<file path="src/rtl/vga_timing_receiver.sv">
// Sink-side VGA timing recovery: synchronizes hsync/vsync, rebuilds pixel coordinates,
// and verifies line/frame timing to report lock and timing errors.
module vga_timing_receiver #(
    parameter int unsigned H_ACTIVE    = 640,
    parameter int unsigned H_SYNC      = 96,
    parameter int unsigned H_BP        = 48,
    parameter int unsigned H_TOTAL     = 800,
    parameter int unsigned V_ACTIVE    = 480,
    parameter int unsigned V_SYNC      = 2,
    parameter int unsigned V_BP        = 33,
    parameter int unsigned V_TOTAL     = 525,
    parameter int unsigned LOCK_FRAMES = 2
) (
    input  logic       clk_i,
    input  logic       rst_i,
    input  logic       hsync_i,
    input  logic       vsync_i,
    output logic [9:0] x_o,
    output logic [8:0] y_o,
    output logic       active_video_o,
    output logic       frame_start_o,
    output logic       locked_o,
    output logic       error_o
);

    localparam logic [10:0] C_H_LAST = 11'(H_TOTAL - 1);
    localparam logic [10:0] C_H_TMO  = 11'(2 * H_TOTAL - 1);
    localparam logic [10:0] C_HS_W   = 11'(H_SYNC);
    localparam logic [10:0] C_HA_BEG = 11'(H_SYNC + H_BP);
    localparam logic [10:0] C_HA_END = 11'(H_SYNC + H_BP + H_ACTIVE);
    localparam logic [9:0]  C_V_LAST = 10'(V_TOTAL - 1);
    localparam logic [9:0]  C_VA_BEG = 10'(V_SYNC + V_BP);
    localparam logic [9:0]  C_VA_END = 10'(V_SYNC + V_BP + V_ACTIVE);
    localparam logic [2:0]  C_LOCK_N = 3'(LOCK_FRAMES);

    typedef enum logic [1:0] {S_SEARCH, S_VERIFY, S_LOCKED} state_t;

    state_t      r_state;
    logic [2:0]  r_good_cnt;
    logic        r_hs_m, r_hs_s, r_hs_h;
    logic        r_vs_m, r_vs_s, r_vs_h;
    logic [10:0] r_h_cnt, r_hs_w;
    logic [9:0]  r_v_cnt;
    logic        r_v_pend, r_frame_ok, r_line_valid, r_have_fs;
    logic        r_frame_start, r_locked, r_error;

    logic w_hs_fall, w_hs_rise, w_vs_fall, w_fs, w_timeout;
    logic w_period_bad, w_width_bad, w_frame_good, w_active;

    // Sync flops idle high so reset release cannot fabricate an edge.
    always_ff @(posedge clk_i or posedge rst_i) begin
        if (rst_i) begin
            r_hs_m <= 1'b1; r_hs_s <= 1'b1; r_hs_h <= 1'b1;
            r_vs_m <= 1'b1; r_vs_s <= 1'b1; r_vs_h <= 1'b1;
        end else begin
            r_hs_m <= hsync_i; r_hs_s <= r_hs_m; r_hs_h <= r_hs_s;
            r_vs_m <= vsync_i; r_vs_s <= r_vs_m; r_vs_h <= r_vs_s;
        end
    end

    always_comb begin
        w_hs_fall    = ~r_hs_s & r_hs_h;
        w_hs_rise    = r_hs_s & ~r_hs_h;
        w_vs_fall    = ~r_vs_s & r_vs_h;
        w_fs         = w_hs_fall & (r_v_pend | w_vs_fall);
        w_timeout    = (r_h_cnt == C_H_TMO);
        w_period_bad = w_hs_fall & r_line_valid & (r_h_cnt != C_H_LAST);
        w_width_bad  = w_hs_rise & (r_hs_w != C_HS_W);
        // The line closing at this fs still belongs to the ending frame.
        w_frame_good = r_have_fs & r_frame_ok & ~w_period_bad & (r_v_cnt == C_V_LAST);
        w_active     = (r_state == S_LOCKED)
                     && (r_h_cnt >= C_HA_BEG) && (r_h_cnt < C_HA_END)
                     && (r_v_cnt >= C_VA_BEG) && (r_v_cnt < C_VA_END);
        x_o = '0;
        y_o = '0;
        if (w_active) begin
            x_o = 10'(r_h_cnt - C_HA_BEG);
            y_o = 9'(r_v_cnt - C_VA_BEG);
        end
    end

    assign active_video_o = w_active;
    assign frame_start_o  = r_frame_start;
    assign locked_o       = r_locked;
    assign error_o        = r_error;

    always_ff @(posedge clk_i or posedge rst_i) begin
        if (rst_i) begin
            r_h_cnt      <= '0;
            r_hs_w       <= '0;
            r_v_cnt      <= '0;
            r_v_pend     <= 1'b0;
            r_frame_ok   <= 1'b0;
            r_line_valid <= 1'b0;
            r_have_fs    <= 1'b0;
        end else begin
            if (w_hs_fall)           r_h_cnt <= '0;
            else if (r_h_cnt != '1)  r_h_cnt <= r_h_cnt + 11'd1;

            if (w_hs_fall)                     r_hs_w <= 11'd1;
            else if (!r_hs_s && r_hs_w != '1)  r_hs_w <= r_hs_w + 11'd1;

            if (w_fs) begin
                r_v_cnt  <= '0;
                r_v_pend <= 1'b0;
            end else begin
                if (w_hs_fall && r_v_cnt != '1) r_v_cnt <= r_v_cnt + 10'd1;
                if (w_vs_fall)                  r_v_pend <= 1'b1;
            end

            if (w_fs)                            r_frame_ok <= 1'b1;
            else if (w_period_bad | w_width_bad) r_frame_ok <= 1'b0;

            if (w_timeout) begin
                r_line_valid <= 1'b0;
                r_have_fs    <= 1'b0;
            end else begin
                if (w_hs_fall) r_line_valid <= 1'b1;
                if (w_fs)      r_have_fs    <= 1'b1;
            end
        end
    end

    always_ff @(posedge clk_i or posedge rst_i) begin
        if (rst_i) begin
            r_state       <= S_SEARCH;
            r_good_cnt    <= '0;
            r_frame_start <= 1'b0;
            r_locked      <= 1'b0;
            r_error       <= 1'b0;
        end else begin
            r_frame_start <= w_fs;
            r_locked      <= (r_state == S_LOCKED);
            r_error       <= 1'b0;
            case (r_state)
                S_SEARCH: begin
                    if (!w_timeout && w_fs) begin
                        r_state    <= S_VERIFY;
                        r_good_cnt <= '0;
                    end
                end
                S_VERIFY: begin
                    if (w_timeout) begin
                        r_state <= S_SEARCH;
                    end else if (w_fs) begin
                        if (w_frame_good) begin
                            r_good_cnt <= r_good_cnt + 3'd1;
                            if (r_good_cnt + 3'd1 >= C_LOCK_N) r_state <= S_LOCKED;
                        end else begin
                            r_good_cnt <= '0;
                        end
                    end
                end
                S_LOCKED: begin
                    if (w_timeout) begin
                        r_state <= S_SEARCH;
                        r_error <= 1'b1;
                    end else if (w_period_bad || w_width_bad || (w_fs && !w_frame_good)) begin
                        r_state    <= S_VERIFY;
                        r_good_cnt <= '0;
                        r_error    <= 1'b1;
                    end
                end
                default: r_state <= S_SEARCH;
            endcase
        end
    end

endmodule

</file>
<file path="config.mk">
export PLATFORM = sky130hd
export DESIGN_NAME = vga_timing_receiver
export DESIGN_NICKNAME = d
export VERILOG_FILES = /design/src/rtl/vga_timing_receiver.sv
export SDC_FILE = /design/constraint.sdc
export NUM_CORES = 1
export LEC_CHECK = 0
export BUFFER_PORTS_ARGS = -buffer_cell sky130_fd_sc_hd__buf_2
export CAP_MARGIN = 40
export CORE_MARGIN = 4
export CORE_UTILIZATION = 30
export CTS_CLUSTER_DIAMETER = 150
export DETAILED_ROUTE_END_ITERATION = 10
export PLACE_DENSITY_LB_ADDON = 0.05
export REMOVE_ABC_BUFFERS = 1
export SETUP_SLACK_MARGIN = 0.2
export SYNTH_ARGS = -nofsm -noshare
export SYNTH_HDL_FRONTEND = slang
export SYNTH_SLANG_ARGS = --single-unit
</file>
<file path="constraint.sdc">
create_clock -name clk_i -period 4.05 [get_ports clk_i]
set_input_delay 0.2025 -clock clk_i [delete_from_list [all_inputs] [get_ports clk_i]]
set_output_delay 0.2025 -clock clk_i [all_outputs]
set_load 0.005 [all_outputs]
</file>
### Yosys cells after proc, flatten, opt, wreduce, memory -nomap -nowiden

Cells that the tools add are included.
Widths: inputs -> output; s select.

| word-level totals | value |
|---|---|
| register bits after elaboration | 50 |
| input bits | 4 |
| output and inout port bits | 23 |
| logic and storage cells | 121 |

| cells by class | value |
|---|---|
| add/subtract/negate cells | 6 |
| $lt $le $gt $ge | 5 |
| equality and inequality tests | 18 |
| mux-type cells | 34 |
| bitwise gates (word level) | 16 |
| reductions and logical operators | 24 |

Operators with widths:

| operator | count |
|---|---|
| $mux 11 | 4 |
| $mux 10 | 3 |
| $add 11x1->11 const B | 2 |
| $ne 11x11->1 const B | 2 |
| $mux 3 | 6 |
| $mux 2 | 7 |
| $reduce_bool 2->1 | 7 |
| $eq 11x11->1 const B | 1 |
| $ge 11x8->1 const B | 1 |
| $lt 11x10->1 const B | 1 |
| $mux 1 | 11 |
| $ne 11x10->1 const B | 1 |
| $ne 11x7->1 const B | 1 |
| $add 10x1->10 const B | 1 |
| $and 1x1->1 | 10 |
| $eq 10x10->1 const B | 1 |
| $ge 10x6->1 const B | 1 |
| $lt 10x10->1 const B | 1 |
| $ne 10x10->1 const B | 1 |
| $sub 10x8->10 const B | 1 |
| $mux 9 | 1 |
| $ne 3x3->1 const B | 3 |
| $pmux 3 s3 | 1 |
| $sub 9x6->9 const B | 1 |
| other kinds (17) | 34 |

### Logic depth before layout (Yosys ltp)

Gate-level depths: netlist (run 1).

| logic depth | value |
|---|---|
| word-level depth | 13 |
| mapped depth | 8 |
| mapped depth without buffers | 7 |

### Least setup slack after synthesis (run 1)

No wires, ideal clock.

| path | value |
|---|---|
| path type | reg-to-reg |
| start | register r_v_cnt[4] |
| end | register r_good_cnt[0] |
| library setup time | 128 ps |
| data arrival time | 2,336 ps |
| data required time | 3,922 ps |
| path slack | 1,586 ps |
| cell stages (with the launch flop) | 8 |
| path buffers | 2 |
| period minus slack after synthesis | 2,464 ps |
| cell sequence | dfrtp_1 > buf_6 > or4_1 > or4_1 > buf_2 > a31o_1 > o21ai_2 > mux2_1 |

| between the ends | value |
|---|---|
| longest elaborated chain between the ends | 7 |
| elaborated cells on any way between the ends | 11 |
| those cells by class | eq/ne: 2; mux: 4; bitwise: 1; reduce/logical: 4 |

Ends and longest elaborated chain:

| what | line | text |
|---|---|---|
| start: declaration | 43 | `logic [9:0] r_v_cnt;` |
| start signal: assignment | 107 | `if (w_hs_fall && r_v_cnt != '1) r_v_cnt <= r_v_cnt + 10'd1;` |
| $eq 10x10->1 * | 70 | `w_frame_good = r_have_fs & r_frame_ok & ~w_period_bad & (r_v_cnt == C_V_LAST);` |
| $and 1x1->1 * | 70 |  |
| $logic_not 1->1 | 158 | `end else if (w_period_bad \|\| w_width_bad \|\| (w_fs && !w_frame_good)) begin` |
| $logic_and 1x1->1 | 158 |  |
| $logic_or 1x1->1 | 158 |  |
| $ne 2x1->1 (no line) | - |  |
| $reduce_and 6->1 (no line) | - |  |
| end signal: assignment | 147 | `r_good_cnt <= r_good_cnt + 3'd1;` |
| end: declaration | 39 | `logic [2:0] r_good_cnt;` |

Mark *: on every way between the ends. The rest lies on a longest branch, timed or not. The select of a mux whose other input is x is not followed.
A chain may end at the register's enable or synchronous reset.

### Worst setup path in the final report (run 1)

| path | value |
|---|---|
| start | register r_v_cnt[0] |
| end | output y_o[8] |

| between the ends | value |
|---|---|
| longest elaborated chain between the ends | 4 |
| elaborated cells on any way between the ends | 6 |
| those cells by class | add/sub: 1; order compare: 2; mux: 1; reduce/logical: 2 |

Ends and longest elaborated chain:

| what | line | text |
|---|---|---|
| $ge 10x6->1 | 73 | `&& (r_v_cnt >= C_VA_BEG) && (r_v_cnt < C_VA_END);` |
| $logic_and 1x1->1 (2 in series) | 73 |  |
| $mux 9 * | 76 | `if (w_active) begin` |
| end: declaration | 19 | `output logic [8:0] y_o,` |

Mark *: on every way between the ends. The rest lies on a longest branch, timed or not.

==> results of run 1 <==
-- power groups by stage --
stage / logic [uW] / registers [uW] / clock network [uW]
2_1_floorplan: 200 / 616 / 0
3_3_place_gp: 255 / 634 / 0
3_5_place_dp: 256 / 636 / 0
4_1_cts: 258 / 626 / 376
5_1_grt: 292 / 637 / 397
6_report: 252 / 626 / 360
-- worst min-delay path by stage --
stage,startpoint,endpoint,slack [ns],depth (start not counted)
global placement,hsync_i,r_hs_m,0.31,1
detailed placement,vsync_i,r_vs_m,0.31,1
finish,rst_i,r_v_cnt[1],0.07,3
floorplan,hsync_i,r_hs_m,0.21,0
CTS,rst_i,r_v_cnt[1],0.09,3
global route,rst_i,r_v_cnt[1],0.14,3
-- flip-flops by register name (all words and copies together), names as in the netlist --
signal         cells
r_hs_m             1
r_line_valid       1
r_hs_s             1
r_hs_h             1
error_o            1
r_vs_s             1
r_h_cnt           11
r_v_cnt           10
r_v_pend           1
r_good_cnt         3
r_vs_h             1
frame_start_o      1
locked_o           1
r_hs_w            11
r_frame_ok         1
r_have_fs          1
r_vs_m             1
r_state            2
-- worst max-delay path, cell delays in order, from the launching register on --
cell	delay, ns
dfrtp_1	0.45
ha_1	0.36
nor3_1	0.29
or3b_2	0.47
a21oi_1	0.15
nand3b_1	0.30
buf_4	0.31
nor2_1	0.12
buf_2	0.12
-- through the flow --
stage | instance area [um2] | util
after detailed placement | 3240 | 0.331
after CTS | 3370 | 0.344
after global routing | 3370 | 0.344
after global placement | 3240 | 0.331
after floorplan | 2900 | -
final | 3370 | 0.344
-- per-layer routing --
metal,global-route usage,vias to the layer above,part of all wire
met2,0.188,39,0.43
met5,0,-,0
li1,-,1196,-
met1,0.194,1160,0.52
met3,0.0251,4,0.043
met4,0.0280,0,0.0072
-- synth_stat cells (5+ instances only) --
cell | number | area (um2)
dfrtp_1 | 44 | 1100
clkbuf_1 | 16 | 60.1
a21oi_1 | 12 | 60.1
nand3_1 | 10 | 50.1
nand4_1 | 5 | 31.3
and2_1 | 6 | 37.5
nand2_1 | 23 | 86.3
nor2_1 | 59 | 221
xor2_1 | 5 | 43.8
xnor2_1 | 26 | 228
a2111oi_0 | 7 | 61.3
a31oi_1 | 8 | 50.1
inv_1 | 26 | 97.6
dfstp_2 | 6 | 158
ha_1 | 11 | 138
-- layout make-up --
type / instances / area (um2) / area share
flip-flops and latches: 50 / 1260 / 0.374
inverters: 26 / 97.6 / 0.0290
clock inverters: 3 / 40.0 / 0.0119
multi-input cells: 241 / 1550 / 0.460
well taps: 133 / 166 / 0.0494
clock buffers: 5 / 68.8 / 0.0204
repair buffers: 33 / 188 / 0.0557
-- cell families after synthesis --
family	count (synthesis)	synth area share
xor gates and xnor gates	31	0.0903
adders and majority gates	11	0.0458
and+or+nand+nor	139	0.229
DFF	50	0.419
buffers and inverters	48	0.0670
AOI/OAI and AO/OA	57	0.139
muxes	3	0.0108
==> run_results.csv, run 1 <==
group,metric,value,unit
pwr,ir_drop,0.169,mV
timing,finalSetupViolations,0,
timing,hold_ws,0.0688,ns
global_route,grt_pass1_wl,11.9,mm
floorplan,start_util,0.307,
global_route,grt_max_degree,51,
timing,fin_crit_sh,0.759,
status,outcome,"finished clean",
final_layout,syn_to_final_growth,12.0,%
critical_path,critPathKind,"register to primary output",
run,cap_violations,0,
floorplan,die_w,108,um
route,avgViaCountPerCell,4.89,
final_layout,fin_cells,491,
pwr,sw_frac_of_total,0.318,
cts,post-cts-setup-buffers,0,
route,drt_iter0_drc,87,
critical_path,critical_path_arrival,2.87,ns
timing,rsz0062_at_grt,"no",
pwr,p_clk_frac,0.291,
pwr,power_switching,394,uW
cts,cts.path.max_buffers,2,
placed_design,dpl.cell_count,481,
timing,fin_crit,3.07,ns
timing,report.final.slew_viol_count,0,
pwr,power,1240,uW
yosys,yosysWarnings,0,
timing,slew_headroom,0.524,
yosys,synthCells,339,
critical_path,cp_max_fo,12,
cts,ctsHoldBuffers,2,
cts,cts_sinks,50,
final_layout,drive_gt1_frac,0.154,
timing,clock.fmax,0.325,GHz
critical_path,crit_end,"y_o[8]",
placed_design,portBuffers,26,
cts,clk_pin_slew,0.10,ns
worst_hold_path,hp-class,"primary input to async pin",
final_layout,fill_cells,1046,
placed_design,dp_hpwl,4.94,mm
timing,finalHoldViolCount,0,
critical_path,worst_r2r_path_depth,5,
timing,fin_skew,0.0113,ns
yosys,ys_seq_area_frac,0.419,
final_layout,n_antenna_cell,0,
yosys,synth-async-reset-ratio,1.00,
route,dr.pass1.iters,4,
critical_path,cp-start-kind,"register",
route,vias,2399,
yosys,ys_types,59,
global_route,track_usage,0.128,
floorplan,core,0.00977,mm2
pwr,p_leak,0.00157,uW
timing,tightest_slew,0.705,ns
timing,setup_ws,0.977,ns
placed_design,gp_congestion,0.793,
floorplan,rows,36,
cts,h-tree-depth,2,
final_layout,final_common_cell,"nor2_1",
yosys,ys_ff_latch,50,
global_route,grt_antenna_before_repair,0,
pwr,seqPwrFrac,0.506,
global_route,grt-ovfl-total,0,
critical_path,startpoint,"r_v_cnt[0]",
final_layout,fin_nets,372,
floorplan,dieHeight,108,um
cts,cts_tree,"built",
route,drc,0,
timing,fin_setup_tns,0,ns
pwr,power_density,368,mW/mm2
yosys,syn_area,0.00301,mm2
cts,numCtsBuffers,5,
route,post_drt_wl_per_cell,14.5,um
yosys,synth_edf_count,0,
cts,clk_latency,0.30,ns
global_route,grt_pass1_vias,2329,
critical_path,regToRegEndpoint,"r_good_cnt[0]",
floorplan,die_area,0.0117,mm2
cts,clock-root-buffer,"clkbuf_8",
pwr,power.internal,844,uW
critical_path,r2r_slack,1.45,ns
route,finalWirelength,7.13,mm
cts,cts-resized-gates,0,
placed_design,post-place-ws,1.30,ns
critical_path,critical_path.endpoint_type,"primary output",
yosys,ys.flop_type,"dfrtp_1",
critical_path,r2r-start,"r_v_cnt[5]",
route,drtAntennaViolNets,0,
floorplan,io_pins,27,
pwr,comb_power_share,0.204,
critical_path,cp.required,3.85,ns
yosys,postSynthAreaPerCell,8.87,um2
final_layout,layout_common_cells,"nor2_1, dfrtp_1, xnor2_1, buf_2, inv_1",
Note: power is estimated with default switching activity, not from simulation.
==> inputs of run 2 (changes only) <==
==> constraint.sdc (replaced) <==
create_clock -name clk_i -period 3.05 [get_ports clk_i]
set_input_delay 0.1525 -clock clk_i [delete_from_list [all_inputs] [get_ports clk_i]]
set_output_delay 0.1525 -clock clk_i [all_outputs]
set_load 0.005 [all_outputs]
==> run 2 against run 1 <==
Against the previous run:
- largest cell class unchanged
- design area is 0.45% higher
- final cell count is 0.41% higher
- total power rose by 28%
- sequential cell count stayed put
- via count about the same
- register-to-register slack got worse by 0.97 ns
- sequential power rose by 33%
==> run_results.csv, run 2 (synthesis results as in run 1) <==
group,metric,value,unit
final_layout,final_common_cell,"nor2_1",
critical_path,critPathKind,"register to primary output",
global_route,track_usage,0.133,
cts,h-tree-depth,2,
critical_path,critical_path.endpoint_type,"primary output",
route,post_drt_wl_per_cell,14.6,um
route,drt_iter0_drc,71,
critical_path,startpoint,"r_v_cnt[4]",
timing,fin_setup_tns,0,ns
floorplan,dieHeight,108,um
global_route,grt_antenna_before_repair,0,
cts,numCtsBuffers,5,
final_layout,n_antenna_cell,0,
route,avgViaCountPerCell,4.87,
final_layout,fin_nets,374,
timing,finalSetupViolations,0,
final_layout,layout_common_cells,"nor2_1, dfrtp_1, xnor2_1, buf_2, inv_1",
pwr,sw_frac_of_total,0.329,
timing,finalHoldViolCount,0,
route,drc,0,
final_layout,syn_to_final_growth,12.5,%
route,dr.pass1.iters,4,
route,finalWirelength,7.19,mm
floorplan,die_area,0.0117,mm2
cts,clock-root-buffer,"clkbuf_8",
timing,fin_crit_sh,0.866,
timing,fin_crit,2.64,ns
critical_path,cp_slowest_cell,"or4_1",
pwr,power_switching,524,uW
pwr,comb_power_share,0.214,
timing,clock.fmax,0.379,GHz
route,drtAntennaViolNets,0,
final_layout,fin_util,0.346,
final_layout,fill_cells,1043,
route,routed.top_layer,"met4",
floorplan,core,0.00977,mm2
pwr,power_density,470,mW/mm2
timing,rsz0062_at_grt,"no",
critical_path,cp_cell_sequence,"or4_1 -> or3b_2 -> a21oi_1 -> nand3b_1 -> buf_4 -> nor2_1 -> buf_2",
floorplan,io_pins,27,
status,outcome,"finished clean",
critical_path,r2r-start,"r_v_cnt[4]",
global_route,grt_max_degree,34,
critical_path,critPathBufInv,2,
critical_path,regToRegEndpoint,"r_good_cnt[0]",
final_layout,top_regs,"r_h_cnt x11, r_hs_w x11, r_v_cnt x10",
timing,report.final.slew_viol_count,0,
timing,hold_ws,0.360,ns
placed_design,place_area,0.00325,mm2
floorplan,start_util,0.307,
critical_path,critical_path_arrival,2.49,ns
timing,tightest_slew,0.760,ns
cts,cts_tree,"built",
global_route,grt_pass1_vias,2393,
cts,cts_sinks,50,
timing,fin_skew,0.0131,ns
pwr,p_leak,0.00156,uW
placed_design,gp_congestion,0.800,
pwr,power,1590,uW
route,met1Wirelength,3.69,mm
pwr,p_clk_frac,0.264,
run,cap_violations,0,
route,vias,2401,
pwr,power.internal,1070,uW
floorplan,rows,36,
critical_path,r2r_slack,0.48,ns
critical_path,path_depth,7,
final_layout,postLayoutCellArea,0.00338,mm2
critical_path,cp_slowest_stage_delay,0.56,ns
placed_design,portBuffers,26,
critical_path,cp-start-kind,"register",
critical_path,cp_max_fo,20,
pwr,ir_drop,0.182,mV
route,wl_met2,3.15,mm
timing,slew_headroom,0.487,
critical_path,cp.required,2.90,ns
critical_path,crit_family,"simple AND/OR/NAND/NOR gates",
cts,clk_pin_slew,0.10,ns
final_layout,layout.area.seq,0.00126,mm2
cts,clk_latency,0.31,ns
floorplan,die_w,108,um
cts,cts.path.max_buffers,2,
final_layout,drive_gt1_frac,0.169,
pwr,seqPwrFrac,0.522,
global_route,grt-ovfl-total,0,
global_route,grt_pass1_wl,12.4,mm
route,met3_length,267,um
critical_path,worst_r2r_path_depth,5,
critical_path,crit_end,"y_o[8]",
placed_design,dp_hpwl,5.08,mm
final_layout,multiInputGateArea,0.00156,mm2
worst_hold_path,hp-class,"register to register",
==> run 2: cell count changes in the layout (fill, tap and decap cells not counted), sizes merged <==
| cell | change |
|---|---|
| clkinv | -1 |
| dlygate4sd3 | +1 |
| clkinvlp | +1 |
| clkbuf | +1 |
| bufinv | -1 |
| buf | +1 |
==> run 2: what timing repair did <==
action,CTS,global route
endpoints found under the hold margin,18,0
setup buffers,0,0
endpoints found under the setup margin,0,20
gates resized for setup,0,5
hold buffers,3,0
==> run 2: power by group through the flow <==
stage | sequential, uW | clock [uW] | combinational [uW]
final | 830 | 420 | 341
after global routing | 847 | 476 | 406
after CTS | 829 | 441 | 347
after detailed placement | 843 | 0 | 343
after global placement | 840 | 0 | 340
after floorplan | 818 | 0 | 265
==> run 2: per-stage QoR <==
step / setup slack (ns) / cells
after floorplan: 0.0370 / 317
after detailed placement: 0.493 / 482
after global placement: 0.541 / 482
final: 0.410 / 493
after CTS: 0.289 / 493
after global routing: 0.201 / 493
==> run 2: metal layers <==
metal / track usage / vias to the layer above
li1: - / 1208
met1: 0.201 / 1139
met2: 0.194 / 46
met3: 0.0251 / 8
met4: 0.0307 / 0
met5: 0 / -
==> run 2: layout make-up <==
class	instances	area share
multi-input combinational	241	0.460
inverter	26	0.0289
timing repair buffer	35	0.0607
sequential	50	0.373
tap	133	0.0492
clock buffer	6	0.0244
clock inverter	2	0.00370
==> run 2: worst min path at each step <==
| stage | from | end | slack (ns) | cells past startpoint |
|---|---|---|---|---|
| after floorplan | hsync_i | r_hs_m | 0.16 | 0 |
| after global placement | vsync_i | r_vs_m | 0.26 | 1 |
| after detailed placement | vsync_i | r_vs_m | 0.26 | 1 |
| after CTS | r_hs_m | r_hs_s | 0.36 | 0 |
| after global routing | r_hs_m | r_hs_s | 0.37 | 0 |
| final | r_vs_m | r_vs_s | 0.36 | 0 |
==> inputs of run 3 (changes only) <==
--- a/config.mk
+++ b/config.mk
@@ -11,7 +11,7 @@
 export CORE_UTILIZATION = 30
 export CTS_CLUSTER_DIAMETER = 150
 export DETAILED_ROUTE_END_ITERATION = 10
-export PLACE_DENSITY_LB_ADDON = 0.05
+export PLACE_DENSITY = 0.45
 export REMOVE_ABC_BUFFERS = 1
 export SETUP_SLACK_MARGIN = 0.2
 export SYNTH_ARGS = -nofsm -noshare
==> run 3 against run 2 <==
Against the previous run:
- global-route usage fell by 0.60 points
- first-iteration DRC count rose by 90%
- clock skew rose by 0.0013 ns
- setup slack got worse by 0.064 ns
- highest routed layer unchanged
==> run_results.csv, run 3 (synthesis results as in run 1) <==
group,metric,value,unit
floorplan,die_area,0.0117,mm2
placed_design,place_area,0.00324,mm2
pwr,ir_drop,0.284,mV
route,drt_iter0_drc,135,
critical_path,cp_slowest_stage_delay,0.56,ns
floorplan,dieHeight,108,um
pwr,p_clk_frac,0.330,
timing,setup_ws,0.346,ns
final_layout,syn_to_final_growth,15.2,%
cts,numCtsBuffers,5,
critical_path,critical_path_arrival,2.55,ns
timing,rsz0062_at_grt,"no",
pwr,power,1770,uW
pwr,power_switching,531,uW
timing,slew_headroom,0.549,
pwr,sw_frac_of_total,0.301,
floorplan,core,0.00977,mm2
critical_path,critPathKind,"register to primary output",
final_layout,postLayoutCellArea,0.00346,mm2
pwr,power.internal,1230,uW
pwr,power_density,510,mW/mm2
final_layout,layout_common_cells,"nor2_1, dfrtp_1, xnor2_1, buf_2, inv_1",
critical_path,regToRegEndpoint,"r_good_cnt[1]",
cts,clk_latency,0.30,ns
global_route,grt_antenna_before_repair,0,
final_layout,final_common_cell,"nor2_1",
critical_path,worst_r2r_path_depth,5,
route,finalWirelength,7.08,mm
cts,clk_pin_slew,0.10,ns
route,vias,2427,
final_layout,top_regs,"r_h_cnt x11, r_hs_w x11, r_v_cnt x10",
global_route,track_usage,0.127,
cts,cts_tree,"built",
critical_path,cp_max_fo,15,
timing,fin_skew,0.0144,ns
final_layout,fin_nets,377,
pwr,comb_power_share,0.198,
cts,clock-root-buffer,"clkbuf_8",
placed_design,portBuffers,26,
cts,h-tree-depth,2,
critical_path,cp.required,2.90,ns
placed_design,post-place-ws,0.485,ns
floorplan,io_pins,27,
run,cap_violations,0,
floorplan,rows,36,
global_route,grt_pass1_wl,12.0,mm
cts,cts.path.max_buffers,2,
timing,fin_crit,2.70,ns
cts,cts_sinks,50,
floorplan,start_util,0.307,
critical_path,cp-start-kind,"register",
route,drtAntennaViolNets,0,
timing,clock.fmax,0.370,GHz
pwr,p_leak,0.00161,uW
final_layout,fin_util,0.354,
timing,finalHoldViolCount,0,
final_layout,n_antenna_cell,0,
timing,tightest_slew,0.670,ns
worst_hold_path,hp-class,"primary input to async pin",
global_route,grt_max_degree,36,
critical_path,startpoint,"r_v_cnt[4]",
timing,finalSetupViolations,0,
placed_design,gp_congestion,0.879,
critical_path,r2r-start,"r_v_cnt[4]",
critical_path,r2r_slack,0.47,ns
route,drc,0,
floorplan,die_w,108,um
route,dr.pass1.iters,4,
critical_path,cp_cell_sequence,"or4_1 -> or3b_2 -> a21oi_1 -> nand3b_1 -> buf_6 -> nor2_1 -> buf_2",
timing,fin_crit_sh,0.887,
pwr,seqPwrFrac,0.472,
global_route,grt-ovfl-total,0,
global_route,grt_pass1_vias,2331,
route,post_drt_wl_per_cell,14.3,um
final_layout,fill_cells,1044,
route,avgViaCountPerCell,4.89,
timing,fin_setup_tns,0,ns
critical_path,cp_slowest_cell,"or4_1",
timing,report.final.slew_viol_count,0,
critical_path,critical_path.endpoint_type,"primary output",
final_layout,drive_gt1_frac,0.176,
final_layout,layout.area.seq,0.00126,mm2
status,outcome,"finished clean",
final_layout,multiInputGateArea,0.00156,mm2
placed_design,dp_hpwl,4.89,mm
## run 3: layer usage
metal  up-vias  global-route usage  wire [um]
met5         -                   0          0
met4         0              0.0388        120
met3        10              0.0179        243
met2        48               0.184       3080
met1      1157               0.194       3640
li1       1212                   -          -
## run 3: layout make-up
cell class	count	area share
clock buffers	6	0.0239
clock inverters	2	0.0174
inverters	26	0.0282
multi-input cells	241	0.451
flip-flops and latches	50	0.365
well taps	133	0.0481
repair buffers	38	0.0669
## run 3: what timing repair did
item,CTS,global route
gates resized for setup,0,6
endpoints found under the hold margin,16,0
hold buffers,3,0
pin swaps,1,0
endpoints found under the setup margin,14,15
setup buffers,1,3
## run 3: worst max-delay path by stage
stage                     to  slack, ns  depth (start not counted)
2_1_floorplan  r_good_cnt[0]       0.04                          6
3_3_place_gp          x_o[6]       0.54                          8
3_5_place_dp          y_o[8]       0.48                          8
4_1_cts               y_o[8]       0.32                          7
5_1_grt               y_o[8]       0.22                          7
6_report              y_o[8]       0.35                          7
## run 3: worst max-delay path: cells and delay by family (launching register included)
family / cells / cell delay (ns)
AND/OR/NAND/NOR: 4 / 1.29
flip-flops: 1 / 0.47
buffers and inverters: 2 / 0.32
AO/OA/AOI/OAI: 1 / 0.16
## run 3: metrics by stage
stage / hold WS (ns) / instances
3_5_place_dp: 0.154 / 481
4_1_cts: 0.360 / 493
2_1_floorplan: 0.157 / 317
5_1_grt: 0.369 / 496
3_3_place_gp: 0.156 / 481
6_report: 0.361 / 496
## run 3: power by group through the flow
stage          Combinational [uW]  Clock [uW]  Sequential (uW)
6_report                      349         583              833
5_1_grt                       399         632              852
4_1_cts                       349         606              829
3_5_place_dp                  345           0              841
3_3_place_gp                  341           0              841
2_1_floorplan                 265           0              818
